`config.mk`:
```
export PLATFORM = sky130hd
export DESIGN_NAME = program_loader_flat
export DESIGN_NICKNAME = d
export VERILOG_FILES = /design/src/rtl/processor_pkg.sv /design/src/rtl/program_loader_if.sv /design/src/rtl/loader_word_assembler.sv /design/src/rtl/program_loader.sv /design/src/flat_wrapper.sv
export SDC_FILE = /design/constraint.sdc
export NUM_CORES = 1
export LEC_CHECK = 0
export CORE_MARGIN = 10
export CORE_UTILIZATION = 44
export CTS_CLUSTER_DIAMETER = 80
export CTS_CLUSTER_SIZE = 10
export DETAILED_ROUTE_END_ITERATION = 16
export PLACE_DENSITY = 0.76
export SYNTH_ARGS = -nofsm -noshare
export SYNTH_HDL_FRONTEND = slang
export SYNTH_HIERARCHICAL = 1
export SYNTH_SLANG_ARGS = --single-unit
```
`constraint.sdc`:
```
create_clock -name clk -period 1.7 [get_ports clk]
set_input_delay 0.34 -clock clk [delete_from_list [all_inputs] [get_ports clk]]
set_output_delay 0.34 -clock clk [all_outputs]
set_load 0.01 [all_outputs]
```
`src/rtl/processor_pkg.sv`:
```
// Shared processor definitions: instruction opcodes and the program loader state encoding.
// Imported by the program loader and by the control unit, so both agree on opcode values.
package processor_pkg;

  localparam logic [3:0] OP_NOOP  = 4'd0;
  localparam logic [3:0] OP_STORE = 4'd1;
  localparam logic [3:0] OP_LOAD  = 4'd2;
  localparam logic [3:0] OP_ADD   = 4'd3;
  localparam logic [3:0] OP_SUB   = 4'd4;
  localparam logic [3:0] OP_HALT  = 4'd5;

  typedef enum logic [2:0] {
    StIdle,
    StGetHi,
    StGetLo,
    StWrite,
    StDone,
    StErr
  } loader_state_e;

  // Opcode lives in the top nibble of every instruction word.
  function automatic logic is_opcode(logic [15:0] word, logic [3:0] op);
    return word[15:12] == op;
  endfunction

endpackage

```
`src/rtl/program_loader_if.sv`:
```
// Program loader bus bundle: the incoming byte stream (valid/ready) and the
// instruction-memory write port.
//   byte_in/byte_valid : stream source -> loader
//   byte_ready         : loader -> stream source
//   I_addr/I_data/I_wr : loader -> instruction memory
// master = loader side, slave = stream source / memory side.
interface program_loader_if #(
  parameter int unsigned ADDR_W = 7
) ();

  logic [7:0]        byte_in;
  logic              byte_valid;
  logic              byte_ready;
  logic [ADDR_W-1:0] I_addr;
  logic [15:0]       I_data;
  logic              I_wr;

  modport master (
    input  byte_in,
    input  byte_valid,
    output byte_ready,
    output I_addr,
    output I_data,
    output I_wr
  );

  modport slave (
    output byte_in,
    output byte_valid,
    input  byte_ready,
    input  I_addr,
    input  I_data,
    input  I_wr
  );

endinterface

```
`src/rtl/loader_word_assembler.sv`:
```
// Packs two stream bytes (high byte first) into a 16-bit instruction word.
//   clk, reset    : clock, async active-low reset
//   hi_load       : capture byte_in as the high byte
//   lo_load       : combine latched high byte with byte_in into word
//   byte_in       : stream byte
//   word          : last assembled word (registered)
//   word_complete : high for the one cycle after lo_load, while word is fresh
module loader_word_assembler (
  input  logic        clk,
  input  logic        reset,
  input  logic        hi_load,
  input  logic        lo_load,
  input  logic [7:0]  byte_in,
  output logic [15:0] word,
  output logic        word_complete
);

  logic [7:0]  hi_q;
  logic [15:0] word_q;
  logic        complete_q;

  always_ff @(posedge clk or negedge reset) begin
    if (!reset) begin
      hi_q       <= 8'h00;
      word_q     <= 16'h0000;
      complete_q <= 1'b0;
    end else begin
      if (hi_load) begin
        hi_q <= byte_in;
      end
      if (lo_load) begin
        word_q <= {hi_q, byte_in};
      end
      complete_q <= lo_load;
    end
  end

  assign word          = word_q;
  assign word_complete = complete_q;

endmodule

```
`src/rtl/program_loader.sv`:
```
// Program loader: fills instruction memory from a byte stream and holds the
// processor in reset until a HALT word has been written.
//   clk, reset  : clock, async active-low reset
//   start       : begin a load (honoured in idle, done or error only)
//   bus         : byte stream handshake and instruction-memory write port
//   proc_reset  : active-low processor reset, released only once loading is done
//   done        : load finished with HALT written
//   error       : memory filled without a HALT word
//   word_count  : words written in the current load
module program_loader
  import processor_pkg::*;
#(
  parameter int unsigned ADDR_W  = 7,
  parameter logic [3:0]  HALT_OP = OP_HALT
) (
  input  logic              clk,
  input  logic              reset,
  input  logic              start,
  program_loader_if.master  bus,
  output logic              proc_reset,
  output logic              done,
  output logic              error,
  output logic [ADDR_W:0]   word_count
);

  localparam logic [ADDR_W:0] Capacity = {1'b1, {ADDR_W{1'b0}}};
  localparam logic [ADDR_W:0] CountOne = {{ADDR_W{1'b0}}, 1'b1};

  loader_state_e     state_q, state_d;
  logic [ADDR_W:0]   count_q, count_d;
  logic [ADDR_W-1:0] addr_q, addr_d;
  logic              hi_load, lo_load;
  logic [15:0]       word;
  logic              word_complete;

  loader_word_assembler u_assembler (
    .clk           (clk),
    .reset         (reset),
    .hi_load       (hi_load),
    .lo_load       (lo_load),
    .byte_in       (bus.byte_in),
    .word          (word),
    .word_complete (word_complete)
  );

  always_ff @(posedge clk or negedge reset) begin
    if (!reset) begin
      state_q <= StIdle;
      count_q <= '0;
      addr_q  <= '0;
    end else begin
      state_q <= state_d;
      count_q <= count_d;
      addr_q  <= addr_d;
    end
  end

  always_comb begin
    state_d = state_q;
    count_d = count_q;
    addr_d  = addr_q;
    hi_load = 1'b0;
    lo_load = 1'b0;
    unique case (state_q)
      StIdle, StDone, StErr: begin
        if (start) begin
          state_d = StGetHi;
          count_d = '0;
        end
      end
      StGetHi: begin
        if (bus.byte_valid) begin
          hi_load = 1'b1;
          state_d = StGetLo;
        end
      end
      StGetLo: begin
        if (bus.byte_valid) begin
          lo_load = 1'b1;
          addr_d  = count_q[ADDR_W-1:0];
          state_d = StWrite;
        end
      end
      StWrite: begin
        count_d = count_q + CountOne;
        // HALT wins even on the last address, so a full memory ending in HALT is a success.
        if (is_opcode(word, HALT_OP)) begin
          state_d = StDone;
        end else if (count_d == Capacity) begin
          state_d = StErr;
        end else begin
          state_d = StGetHi;
        end
      end
      default: state_d = StIdle;
    endcase
  end

  // All outputs come from registers or state decode; byte_valid never reaches them directly.
  assign bus.byte_ready = (state_q == StGetHi) || (state_q == StGetLo);
  assign bus.I_addr     = addr_q;
  assign bus.I_data     = word;
  assign bus.I_wr       = word_complete;
  assign proc_reset     = (state_q == StDone);
  assign done           = (state_q == StDone);
  assign error          = (state_q == StErr);
  assign word_count     = count_q;

endmodule

```
`src/flat_wrapper.sv`:
```
// flat-port wrapper written by rule: the top's interface ports become plain ports
module program_loader_flat import processor_pkg::*;
#(
  parameter int unsigned ADDR_W  = 7,
  parameter logic [3:0]  HALT_OP = OP_HALT
)
  (clk, reset, start, proc_reset, done, error, word_count, bus_byte_in, bus_byte_valid, bus_byte_ready, bus_I_addr, bus_I_data, bus_I_wr);
  program_loader_if #(.ADDR_W(ADDR_W)) bus_i ();
  input  logic clk;
  input  logic reset;
  input  logic start;
  output logic proc_reset;
  output logic done;
  output logic error;
  output logic [ADDR_W:0] word_count;
  input wire logic [$bits(bus_i.byte_in)-1:0] bus_byte_in;
  input wire logic [$bits(bus_i.byte_valid)-1:0] bus_byte_valid;
  output wire logic [$bits(bus_i.byte_ready)-1:0] bus_byte_ready;
  output wire logic [$bits(bus_i.I_addr)-1:0] bus_I_addr;
  output wire logic [$bits(bus_i.I_data)-1:0] bus_I_data;
  output wire logic [$bits(bus_i.I_wr)-1:0] bus_I_wr;
  assign bus_i.byte_in = bus_byte_in;
  assign bus_i.byte_valid = bus_byte_valid;
  assign bus_byte_ready = bus_i.byte_ready;
  assign bus_I_addr = bus_i.I_addr;
  assign bus_I_data = bus_i.I_data;
  assign bus_I_wr = bus_i.I_wr;
  program_loader #(.ADDR_W(ADDR_W), .HALT_OP(HALT_OP)) u_core (.clk(clk), .reset(reset), .start(start), .bus(bus_i), .proc_reset(proc_reset), .done(done), .error(error), .word_count(word_count));
endmodule
```
* Word level (Yosys, flattened, before mapping)
Index checks and enable logic that the tools add are counted.
Word-level totals: register bits after elaboration 43, output and inout port bits 36, word-level logic and storage cells 35
Operators by class: add/subtract/negate cells 1, eq/ne operators 10, multiplexer cells 11, reductions and logical operators 7
Operators by type and width (count):
- $pmux 8 s2 | 1
- $mux 3 | 5
- $pmux 3 s4 | 1
- $add 8x1->8 const B | 1
- $eq 8x8->1 const B | 1
- $mux 8 | 1
- $eq 3x2->1 const B | 2
- $eq 3x3->1 const B | 2
- $ne 2x2->1 const B | 3
- $eq 4x3->1 const B | 1
- $reduce_and 2->1 | 2
- $eq 3x1->1 const B | 1
- $logic_not 3->1 | 1
- $mux 1 | 3
- $reduce_and 3->1 | 1
- $reduce_or 3->1 | 1
- $reduce_bool 2->1 | 1
- $logic_or 1x1->1 | 1

* Longest topological paths before layout
Gate-level depths: netlist of the first run.
depth in word-level cells 5, depth in mapped cells 7, depth with buffers taken out 5

* Modules after synthesis
Netlist of the first run, hierarchy kept.
Modules (own cells, without submodules):
- loader_word_assembler | instances 1, cells an instance 52, area an instance 969.7 um2
- program_loader | instances 1, cells an instance 89, area an instance 932.1 um2

* Worst setup path before layout of the first run
No wires, ideal clock.
path kind reg2reg, start point register u_core.state_q[0], end point register u_core.u_assembler.word_q[10] (netlist: u_core/u_assembler/word[10]), library setup time 0.125 ns, arrival time 1.457 ns, slack 0.118 ns, stages on the path, launching flop included 8, period minus slack after synthesis 1.582 ns, path through dfrtp_1 > buf_2 > inv_1 > nand2_1 > nor2_4 > buf_6 > buf_12 > mux2_4
On the way: cells in the longest elaborated chain, start to end 2
Ends and longest elaborated chain:
- start: declaration | line program_loader.sv:29 | loader_state_e state_q, state_d;
- start signal: assignment | line program_loader.sv:48 | state_q <= StIdle;
- start signal: assignment | line program_loader.sv:52 | state_q <= state_d;
- $eq 3x2->1 | line program_loader.sv:64 | unique case (state_q)
- $mux 1 | line program_loader.sv:64
- net u_core.lo_load | line program_loader.sv:32 | logic hi_load, lo_load;
- end signal: assignment | line loader_word_assembler.sv:32 | word_q <= {hi_q, byte_in};
- end: declaration | line loader_word_assembler.sv:19 | logic [15:0] word_q;
The timed path passes the listed nets, and every way through them passes these cells. A chain may end at the register's enable or synchronous reset.

* Worst setup path after layout of the first run
start point register u_core.count_q[1] (netlist: u_core/word_count[1]), end point output port word_count[1]
RTL lines:
- start: declaration | line program_loader.sv:30 | logic [ADDR_W:0] count_q, count_d;
- start signal: assignment | line program_loader.sv:53 | count_q <= count_d;
- end: declaration | line flat_wrapper.sv:15 | output logic [ADDR_W:0] word_count;
No word-level cell between the ends.

==> results of run 1 <==
kinds of logic (layout without fill, tap and decap cells):
kind of cell | count (synthesis) | in the layout | share of synthesized area, %
flops | 43 | 43 | 56.6
mux | 31 | 31 | 20.3
simple gates | 31 | 31 | 9.34
compound gates | 25 | 25 | 8.82
buf+inv | 9 | 65 | 3.82
fa+ha+maj | 1 | 1 | 0.658
xor+xnor | 1 | 1 | 0.461
where the power goes:
group / internal (W) / switching (W)
clock network: 0.000287 / 0.000328
logic: 0.00108 / 0.000711
registers: 0.00143 / 0.000286
per-stage QoR:
| stage | setup slack (ns) | instances | cell area (um2) | total power [W] | hold slack [ns] |
|---|---|---|---|---|---|
| 6_report | 0.0586 | 247 | 2540 | 0.00412 | 0.508 |
| 5_1_grt | -0.00565 | 247 | 2540 | 0.00437 | 0.532 |
| 4_1_cts | 0.0173 | 247 | 2540 | 0.00418 | 0.510 |
| 3_5_place_dp | -0.0414 | 238 | 2450 | 0.00355 | 0.302 |
| 3_3_place_gp | -0.0288 | 238 | 2450 | 0.00347 | 0.292 |
| 2_1_floorplan | 0.118 | 141 | 1900 | 0.00264 | 0.0444 |
worst max path at each step:
stage                                  end  slack [ns]  depth (start not counted)
2_1_floorplan  u_core/u_assembler/word[10]        0.12                          7
3_3_place_gp          u_core/bus.I_addr[0]       -0.03                          5
3_5_place_dp    u_core/u_assembler/hi_q[2]       -0.04                          5
4_1_cts                      word_count[6]        0.02                          1
5_1_grt                               done      -0.006                          3
6_report                     word_count[1]        0.06                          1
state kept, by name, summed over array words and instances, names as in the netlist:
signal	flops
u_core/u_assembler/hi_q	8
u_core/u_assembler/word	16
u_core/u_assembler/word_complete	1
u_core/word_count	8
u_core/state_q	3
u_core/bus.I_addr	7
area by class of cell:
cell class / count / area (um2)
clock buffer: 6 / 72.6
clock inverter: 2 / 12.5
fill: 323 / 1550
inverter: 1 / 3.75
multi-input combinational: 89 / 753
sequential: 43 / 1080
tap: 50 / 62.6
timing repair buffer: 56 / 552
cells in the mapped netlist:
library cell and instances:
a221oi_1 1, mux2_4 10, buf_12 1, o41ai_1 2, clkbuf_1 1, o32a_1 1, nand3b_1 3, xor2_1 1
nor2_4 1, a21oi_2 1, a41oi_1 1, dfrtp_1 43, nor3_1 1, nand2b_1 4, mux2_2 21, a211oi_1 1
a22o_1 1, nand3_1 2, and2_4 1, nor2_1 6, nor4bb_1 1, buf_6 2, nor2b_1 1, o21ai_0 10
ha_1 1, a21oi_1 4, and3_1 1, nand2_1 8, buf_4 1, nand2_4 1, o21a_1 1, inv_1 1
buf_2 3, and3b_1 1, o31ai_2 1, o31ai_1 1
metal layers:
| layer | track usage (%) | vias up |
|---|---|---|
| met4 | 5.24 | 0 |
| li1 | - | 613 |
| met3 | 3.22 | 7 |
| met2 | 20.2 | 28 |
| met1 | 13.2 | 656 |
| met5 | 0 | - |
repair_timing:
item / in CTS / in global routing
hold buffers: 1 / 0
buffers inserted: 0 / 0
setup endpoints to repair: 7 / 5
gates resized for setup: 7 / 4
hold endpoints to repair: 17 / 0
==> flow_metrics.env, run 1 <==
export IMPL_status="complete, no violations"
export IMPL_finalNetCount=209
export IMPL_gp_congestion=0.782
export IMPL_grt_setup_unrepaired="yes"
export IMPL_cpPeakStageDelay_ns=0.58
export IMPL_most_common_layout_cells="clkdlybuf4s50_1, dfrtp_1, mux2_2"
export IMPL_setup_viol=0
export IMPL_critPathLaunchType="flip-flop"
export IMPL_highest_layer="met4"
export IMPL_first_pass_iters=4
export IMPL_crit_path_max_fanout=5
export IMPL_cts_tree="done"
export IMPL_tightest_slew_ns=0.430
export IMPL_yosys_area_top_type_share_pct=56.6
export IMPL_maxCapViolCount=0
export IMPL_synth_seq_cells=43
export IMPL_io_pins=48
export IMPL_grt_pass1_vias=1412
export IMPL_slew_headroom_pct=71.0
export IMPL_portBuffers=47
export IMPL_grt_max_degree=27
export IMPL_detail_route_wirelength_um=4210
export IMPL_overflow=0
export IMPL_syn_to_final_growth_pct=33.5
export IMPL_clock_path_buffers=2
export IMPL_holdCritPathClass="flip-flop to flip-flop"
export IMPL_synth_distinct_cells=36
export IMPL_grt_first_pass_wirelength_um=7030
export IMPL_num_rows=23
export IMPL_final_hold_violation_count=0
export IMPL_p_leak_nw=1.11
export IMPL_critPathRequiredTime_ns=1.36
export IMPL_r2r_start="u_core/state_q[0]"
export IMPL_drt_iter0_drc=78
export IMPL_met1_length_um=1690
export IMPL_worstHoldPathCells=1
export IMPL_peakVddDrop_v=0.000911
export IMPL_diodes=0
export IMPL_crit_start="u_core/word_count[1]"
export IMPL_cts_sinks=43
export IMPL_crit_buf_inv=1
export IMPL_finalSetupTns_ns=0
export IMPL_dr_wl_met3_um=222
export IMPL_min_period_ns=1.64
export IMPL_max_freq_mhz=609
export IMPL_grtUsageTotal_pct=11.7
export IMPL_drc=0
export IMPL_drive_gt1_share_pct=29.4
export IMPL_finalCritPeriodShare_pct=96.6
export IMPL_timing_rr_end="u_core/word_count[3]"
export IMPL_cp_data_arrival_time_ns=1.30
export IMPL_final_core_util_pct=62.1
export IMPL_dieArea_mm2=0.00735
export IMPL_crit_slowest_cell="clkdlybuf4s50_1"
export IMPL_yosysSeqAreaShare_pct=56.6
export IMPL_dp_hpwl_um=3170
export IMPL_viasPerCell=5.28
export IMPL_grt_antenna_before_repair=0
export IMPL_rr_worst_depth=5
export IMPL_num_vias=1304
export IMPL_synthCells=141
export IMPL_die_h_um=85.7
export IMPL_crit_chain="clkdlybuf4s50_1"
export IMPL_yosys_warnings=6
export IMPL_yosysTopAreaCell="dfrtp_1"
export IMPL_endpoint_kind="primary output"
export IMPL_cts_buffers=5
export IMPL_rrSetupSlack_ns=0.17
export IMPL_start_util_pct=46.5
export IMPL_ant_nets=0
export IMPL_avgSynthCellArea_um2=13.5
export IMPL_clock_latency_ns=0.29
export IMPL_skew_ns=0.00497
export IMPL_path_clk_slew_ns=0.08
export IMPL_core_region_area_mm2=0.00409
export IMPL_setup_worst_path_class="flip-flop to primary output"
export IMPL_slew_viol_final=0
export IMPL_wl_per_cell_um=17.0
export IMPL_synthTopCellsByArea="dfrtp_1, mux2_2, mux2_4, o21ai_0, nand2_1"
export IMPL_layout_commonest_cell="clkdlybuf4s50_1"
export IMPL_cp_top_family="buffers and inverters"
export IMPL_synth_fp_nets=154
export IMPL_syn_area_mm2=0.00190
export IMPL_hold_path_endpoint="u_core/u_assembler/word[3]"
export IMPL_met2WireLength_um=2230
export IMPL_hold_start="u_core/u_assembler/word[3]"
export IMPL_h_tree_depth=2
export IMPL_cts_root_buf="clkbuf_8"
export IMPL_die_w_um=85.7
export IMPL_powerDensity_mw_per_mm2=1620
Note: power is estimated with default switching activity, not from simulation.
==> run 2, diff against run 1 <==
ABC_CLOCK_PERIOD_IN_PS = 2000   (was unset)
CORE_UTILIZATION = 52   (was 44)
PLACE_DENSITY = 0.84   (was 0.76)
REMOVE_ABC_BUFFERS = 1   (was unset)
clock period = 2 ns   (was 1.7 ns; I/O delays follow)
==> flow_metrics.env, run 2 (synthesis results as in run 1) <==
export IMPL_r2r_start="u_core/word_count[2]"
export IMPL_final_hold_violation_count=0
export IMPL_internal_power_w=0.00250
export IMPL_slew_headroom_pct=57.7
export IMPL_viasPerCell=5.48
export IMPL_clock_path_buffers=2
export IMPL_die_h_um=80.5
export IMPL_crit_end="bus_byte_ready"
export IMPL_path_clk_slew_ns=0.07
export IMPL_critPathRequiredTime_ns=1.60
export IMPL_drc=0
export IMPL_crit_buf_inv=2
export IMPL_grt_setup_unrepaired="no"
export IMPL_die_w_um=80.5
export IMPL_slew_viol_final=0
export IMPL_path_depth=4
export IMPL_overflow=0
export IMPL_cts_buffers=5
export IMPL_dp_hpwl_um=3060
export IMPL_net_switching_power_w=0.00114
export IMPL_pwr_share_comb_pct=40.1
export IMPL_rr_worst_depth=4
export IMPL_start_util_pct=55.3
export IMPL_holdCritPathClass="input pin to asynchronous set/reset pin"
export IMPL_layout_commonest_cell="clkdlybuf4s50_1"
export IMPL_postCtsHoldBufs=0
export IMPL_largest_register_ffs=16
export IMPL_powerDensity_mw_per_mm2=1450
export IMPL_p_leak_nw=1.10
export IMPL_rrSetupSlack_ns=0.43
export IMPL_grt_max_degree=31
export IMPL_timing_hold_ws_ns=0.122
export IMPL_h_tree_depth=2
export IMPL_cts_tree="done"
export IMPL_num_rows=21
export IMPL_timing_rr_end="u_core/state_q[2]"
export IMPL_max_freq_mhz=557
export IMPL_maxCapViolCount=0
export IMPL_io_pins=48
export IMPL_cpPeakStageDelay_ns=0.47
export IMPL_drt_iter0_drc=67
export IMPL_finalCritPeriodShare_pct=89.8
export IMPL_peakVddDrop_v=0.000875
export IMPL_finalNonFillerCells=237
export IMPL_grt_first_pass_wirelength_um=6690
export IMPL_cp_top_family="flip-flops"
export IMPL_crit_slowest_cell="dfrtp_2"
export IMPL_grt_pass1_vias=1328
export IMPL_core_region_area_mm2=0.00344
export IMPL_pwr_share_seq_pct=40.8
export IMPL_diodes=0
export IMPL_skew_ns=0.00407
export IMPL_place_inst=229
export IMPL_tightest_slew_ns=0.635
export IMPL_finalNetCount=203
export IMPL_dieArea_mm2=0.00648
export IMPL_setup_worst_path_class="flip-flop to primary output"
export IMPL_cts_root_buf="clkbuf_8"
export IMPL_num_vias=1299
export IMPL_crit_path_max_fanout=9
export IMPL_cp_data_arrival_time_ns=1.40
export IMPL_endpoint_kind="primary output"
export IMPL_post_cts_buffers=0
export IMPL_syn_to_final_growth_pct=31.8
export IMPL_ant_nets=0
export IMPL_pwr_share_clk_pct=19.0
export IMPL_grt_antenna_before_repair=0
export IMPL_switching_share_pct=31.3
export IMPL_crit_start="u_core/state_q[0]"
export IMPL_min_period_ns=1.80
export IMPL_status="complete, no violations"
export IMPL_gp_congestion=0.787
export IMPL_setup_viol=0
export IMPL_grtUsageTotal_pct=13.1
export IMPL_crit_chain="inv_1 > nand2_1 > a21oi_1 > dlygate4sd2_1"
export IMPL_clock_latency_ns=0.30
export IMPL_cts_sinks=43
export IMPL_drive_gt1_share_pct=26.2
export IMPL_portBuffers=47
export IMPL_wl_per_cell_um=18.2
export IMPL_most_common_layout_cells="clkdlybuf4s50_1, dfrtp_1, mux2_2"
export IMPL_first_pass_iters=4
export IMPL_finalSetupTns_ns=0
export IMPL_critPathLaunchType="flip-flop"
export IMPL_detail_route_wirelength_um=4300
## run 2: cell count changes in the layout (fill, tap and decap cells not counted), sizes merged
cell / previous run / this run
clkinvlp: 1 / 0
bufinv: 0 / 1
clkbuf: 7 / 6
buf: 9 / 4
dlygate4sd3: 1 / 0
dlygate4sd2: 3 / 4
## run 2: final cells by class
type	instances	area, um2
clock inverters	2	35.0
inverters	1	3.75
fillers	226	936
flip-flops and latches	43	1080
well taps	46	57.6
multi-input cells	89	753
repair buffers	50	495
clock buffers	6	82.6
## run 2: worst register-to-register path: stages (launching register included)
cell	delay [ns]
dfrtp_1	0.43
and3_1	0.36
nand2_4	0.09
o32a_1	0.38
o31ai_2	0.21
## run 2: per-layer routing
metal,track usage [%],share of wire (%),routed length (um),up-vias
met2,21.1,49,2110,47
met4,6.34,1.8,79,0
met1,15.8,41,1770,646
met5,0,0,0,-
li1,-,-,-,600
met3,3.34,8.2,352,6
## run 2: timing repair
item | CTS | global route
resized for setup | 6 | 0
hold endpoints to repair | 0 | 0
setup endpoints to repair | 4 | 0
## run 2: worst min path at each step
| stage | to | slack (ns) | cells past startpoint |
|---|---|---|---|
| 3_5_place_dp | u_core/state_q[0] | 0.46 | 1 |
| 3_3_place_gp | u_core/state_q[0] | 0.45 | 1 |
| 4_1_cts | u_core/u_assembler/word[6] | 0.13 | 1 |
| 6_report | u_core/state_q[0] | 0.12 | 1 |
| 5_1_grt | u_core/state_q[0] | 0.16 | 1 |
| 2_1_floorplan | u_core/bus.I_addr[0] | 0.10 | 0 |
## run 2: metrics by stage
| stage | utilization (%) | worst slack (ns) | area [um2] | power (W) |
|---|---|---|---|---|
| after CTS | 72.8 | 0.206 | 2510 | 0.00367 |
| after detailed placement | 69.5 | 0.144 | 2390 | 0.00297 |
| after floorplan | - | 0.361 | 1830 | 0.00220 |
| after global routing | 72.8 | 0.120 | 2510 | 0.00382 |
| after global placement | 69.5 | 0.195 | 2390 | 0.00289 |
| final | 72.8 | 0.205 | 2510 | 0.00363 |
## run 2: power by group through the flow
stage | clock network (W) | logic, W | registers [W]
floorplan | 0 | 0.000653 | 0.00154
global placement | 0 | 0.00143 | 0.00146
detailed placement | 0 | 0.00148 | 0.00149
CTS | 0.000704 | 0.00148 | 0.00149
global route | 0.000730 | 0.00156 | 0.00154
finish | 0.000691 | 0.00146 | 0.00148
==> run 3, diff against run 2 <==
PLACE_DENSITY = 0.91   (was 0.84)
REMOVE_ABC_BUFFERS = unset   (was 1)
SKIP_CTS_REPAIR_TIMING = 1   (was unset)
==> flow_metrics.env, run 3 (synthesis results as in run 1) <==
export IMPL_place_inst=231
export IMPL_core_region_area_mm2=0.00344
export IMPL_num_rows=21
export IMPL_p_leak_nw=1.13
export IMPL_grtUsageTotal_pct=14.0
export IMPL_finalSetupTns_ns=0
export IMPL_dp_hpwl_um=3270
export IMPL_finalCritPeriodShare_pct=97.2
export IMPL_grt_antenna_before_repair=0
export IMPL_cts_buffers=5
export IMPL_slew_headroom_pct=66.6
export IMPL_min_period_ns=1.94
export IMPL_peakVddDrop_v=0.000773
export IMPL_gp_congestion=0.739
export IMPL_net_switching_power_w=0.00114
export IMPL_pwr_share_clk_pct=14.9
export IMPL_final_hold_violation_count=0
export IMPL_layout_commonest_cell="clkdlybuf4s50_1"
export IMPL_wl_per_cell_um=18.3
export IMPL_final_area_mm2=0.00250
export IMPL_place_area_mm2=0.00239
export IMPL_max_freq_mhz=515
export IMPL_fillers=241
export IMPL_critPathLaunchType="flip-flop"
export IMPL_first_pass_iters=4
export IMPL_setup_worst_path_class="flip-flop to primary output"
export IMPL_die_h_um=80.5
export IMPL_clock_path_buffers=2
export IMPL_finalNonFillerCells=241
export IMPL_holdCritPathClass="input pin to asynchronous set/reset pin"
export IMPL_drive_gt1_share_pct=27.2
export IMPL_io_pins=48
export IMPL_viasPerCell=5.63
export IMPL_crit_path_max_fanout=5
export IMPL_seq_area_mm2=0.00108
export IMPL_cts_tree="done"
export IMPL_most_common_layout_cells="clkdlybuf4s50_1, dfrtp_1, mux2_2"
export IMPL_pwr_share_comb_pct=43.0
export IMPL_diodes=0
export IMPL_syn_to_final_growth_pct=31.6
export IMPL_finalNetCount=207
export IMPL_pwr_share_seq_pct=42.1
export IMPL_drt_iter0_drc=109
export IMPL_internal_power_w=0.00237
export IMPL_setup_viol=0
export IMPL_largest_register_ffs=16
export IMPL_skew_ns=0.00422
export IMPL_tightest_slew_ns=0.501
export IMPL_switching_share_pct=32.4
export IMPL_clock_latency_ns=0.29
export IMPL_powerDensity_mw_per_mm2=1400
export IMPL_drc=0
export IMPL_overflow=0
export IMPL_dp_slack_ns=0.144
export IMPL_grt_pass1_vias=1415
export IMPL_path_clk_slew_ns=0.08
export IMPL_rr_worst_depth=5
export IMPL_grt_setup_unrepaired="no"
export IMPL_portBuffers=47
export IMPL_cp_data_arrival_time_ns=1.54
export IMPL_detail_route_wirelength_um=4400
export IMPL_cts_root_buf="clkbuf_8"
export IMPL_timing_hold_ws_ns=0.0698
export IMPL_h_tree_depth=2
export IMPL_multi_input_area_um2=753
export IMPL_num_vias=1358
export IMPL_die_w_um=80.5
export IMPL_grt_first_pass_wirelength_um=7050
export IMPL_dieArea_mm2=0.00648
export IMPL_endpoint_kind="primary output"
export IMPL_start_util_pct=55.3
export IMPL_critPathRequiredTime_ns=1.60
export IMPL_status="complete, no violations"
export IMPL_fin_ws_ns=0.0568
export IMPL_maxCapViolCount=0
export IMPL_grt_max_degree=24
export IMPL_slew_viol_final=0
export IMPL_cts_sinks=43
export IMPL_ant_nets=0
-- run 3: cell type report --
type	instances	share of cell area, %
tap	46	2.30
clock buffer	6	2.90
inverter	1	0.150
timing repair buffer	54	21.0
sequential	43	43.1
clock inverter	2	0.500
multi-input combinational	89	30.1
-- run 3: stage by stage --
step	util, %	power [W]
4_1_cts	72.0	0.00351
3_5_place_dp	69.5	0.00297
5_1_grt	72.7	0.00372
6_report	72.7	0.00350
2_1_floorplan	-	0.00224
3_3_place_gp	69.5	0.00289
-- run 3: power by group through the flow --
stage | clock [W] | combinational, W | sequential, W
6_report | 0.000522 | 0.00151 | 0.00148
5_1_grt | 0.000581 | 0.00161 | 0.00152
3_3_place_gp | 0 | 0.00143 | 0.00146
4_1_cts | 0.000540 | 0.00149 | 0.00148
2_1_floorplan | 0 | 0.000731 | 0.00151
3_5_place_dp | 0 | 0.00148 | 0.00149
-- run 3: worst paths after layout --
kind	slack, ns	end	start
setup / recovery	0.06	error	u_core/state_q[1]
max in group asynchronous	1.26	u_core/state_q[1]	reset
min in group clk	0.51	u_core/bus.I_addr[3]	u_core/bus.I_addr[3]
hold / removal	0.07	u_core/u_assembler/word[5]	reset
hold reg to reg	0.51	u_core/bus.I_addr[3]	u_core/bus.I_addr[3]
setup reg to reg	0.42	u_core/word_count[5]	u_core/state_q[1]
-- run 3: critical path, stage by stage, from the launching register on --
cell             delay (ns)
dfrtp_2                0.43
nand2b_1               0.18
nor2_1                 0.10
clkdlybuf4s50_1        0.54
-- run 3: per-layer routing --
metal / global-route usage (%) / vias up / wire (um)
li1: - / 611 / -
met1: 15.0 / 705 / 1650
met2: 25.6 / 40 / 2440
met3: 4.45 / 2 / 270
met4: 3.70 / 0 / 31
met5: 0 / - / 0
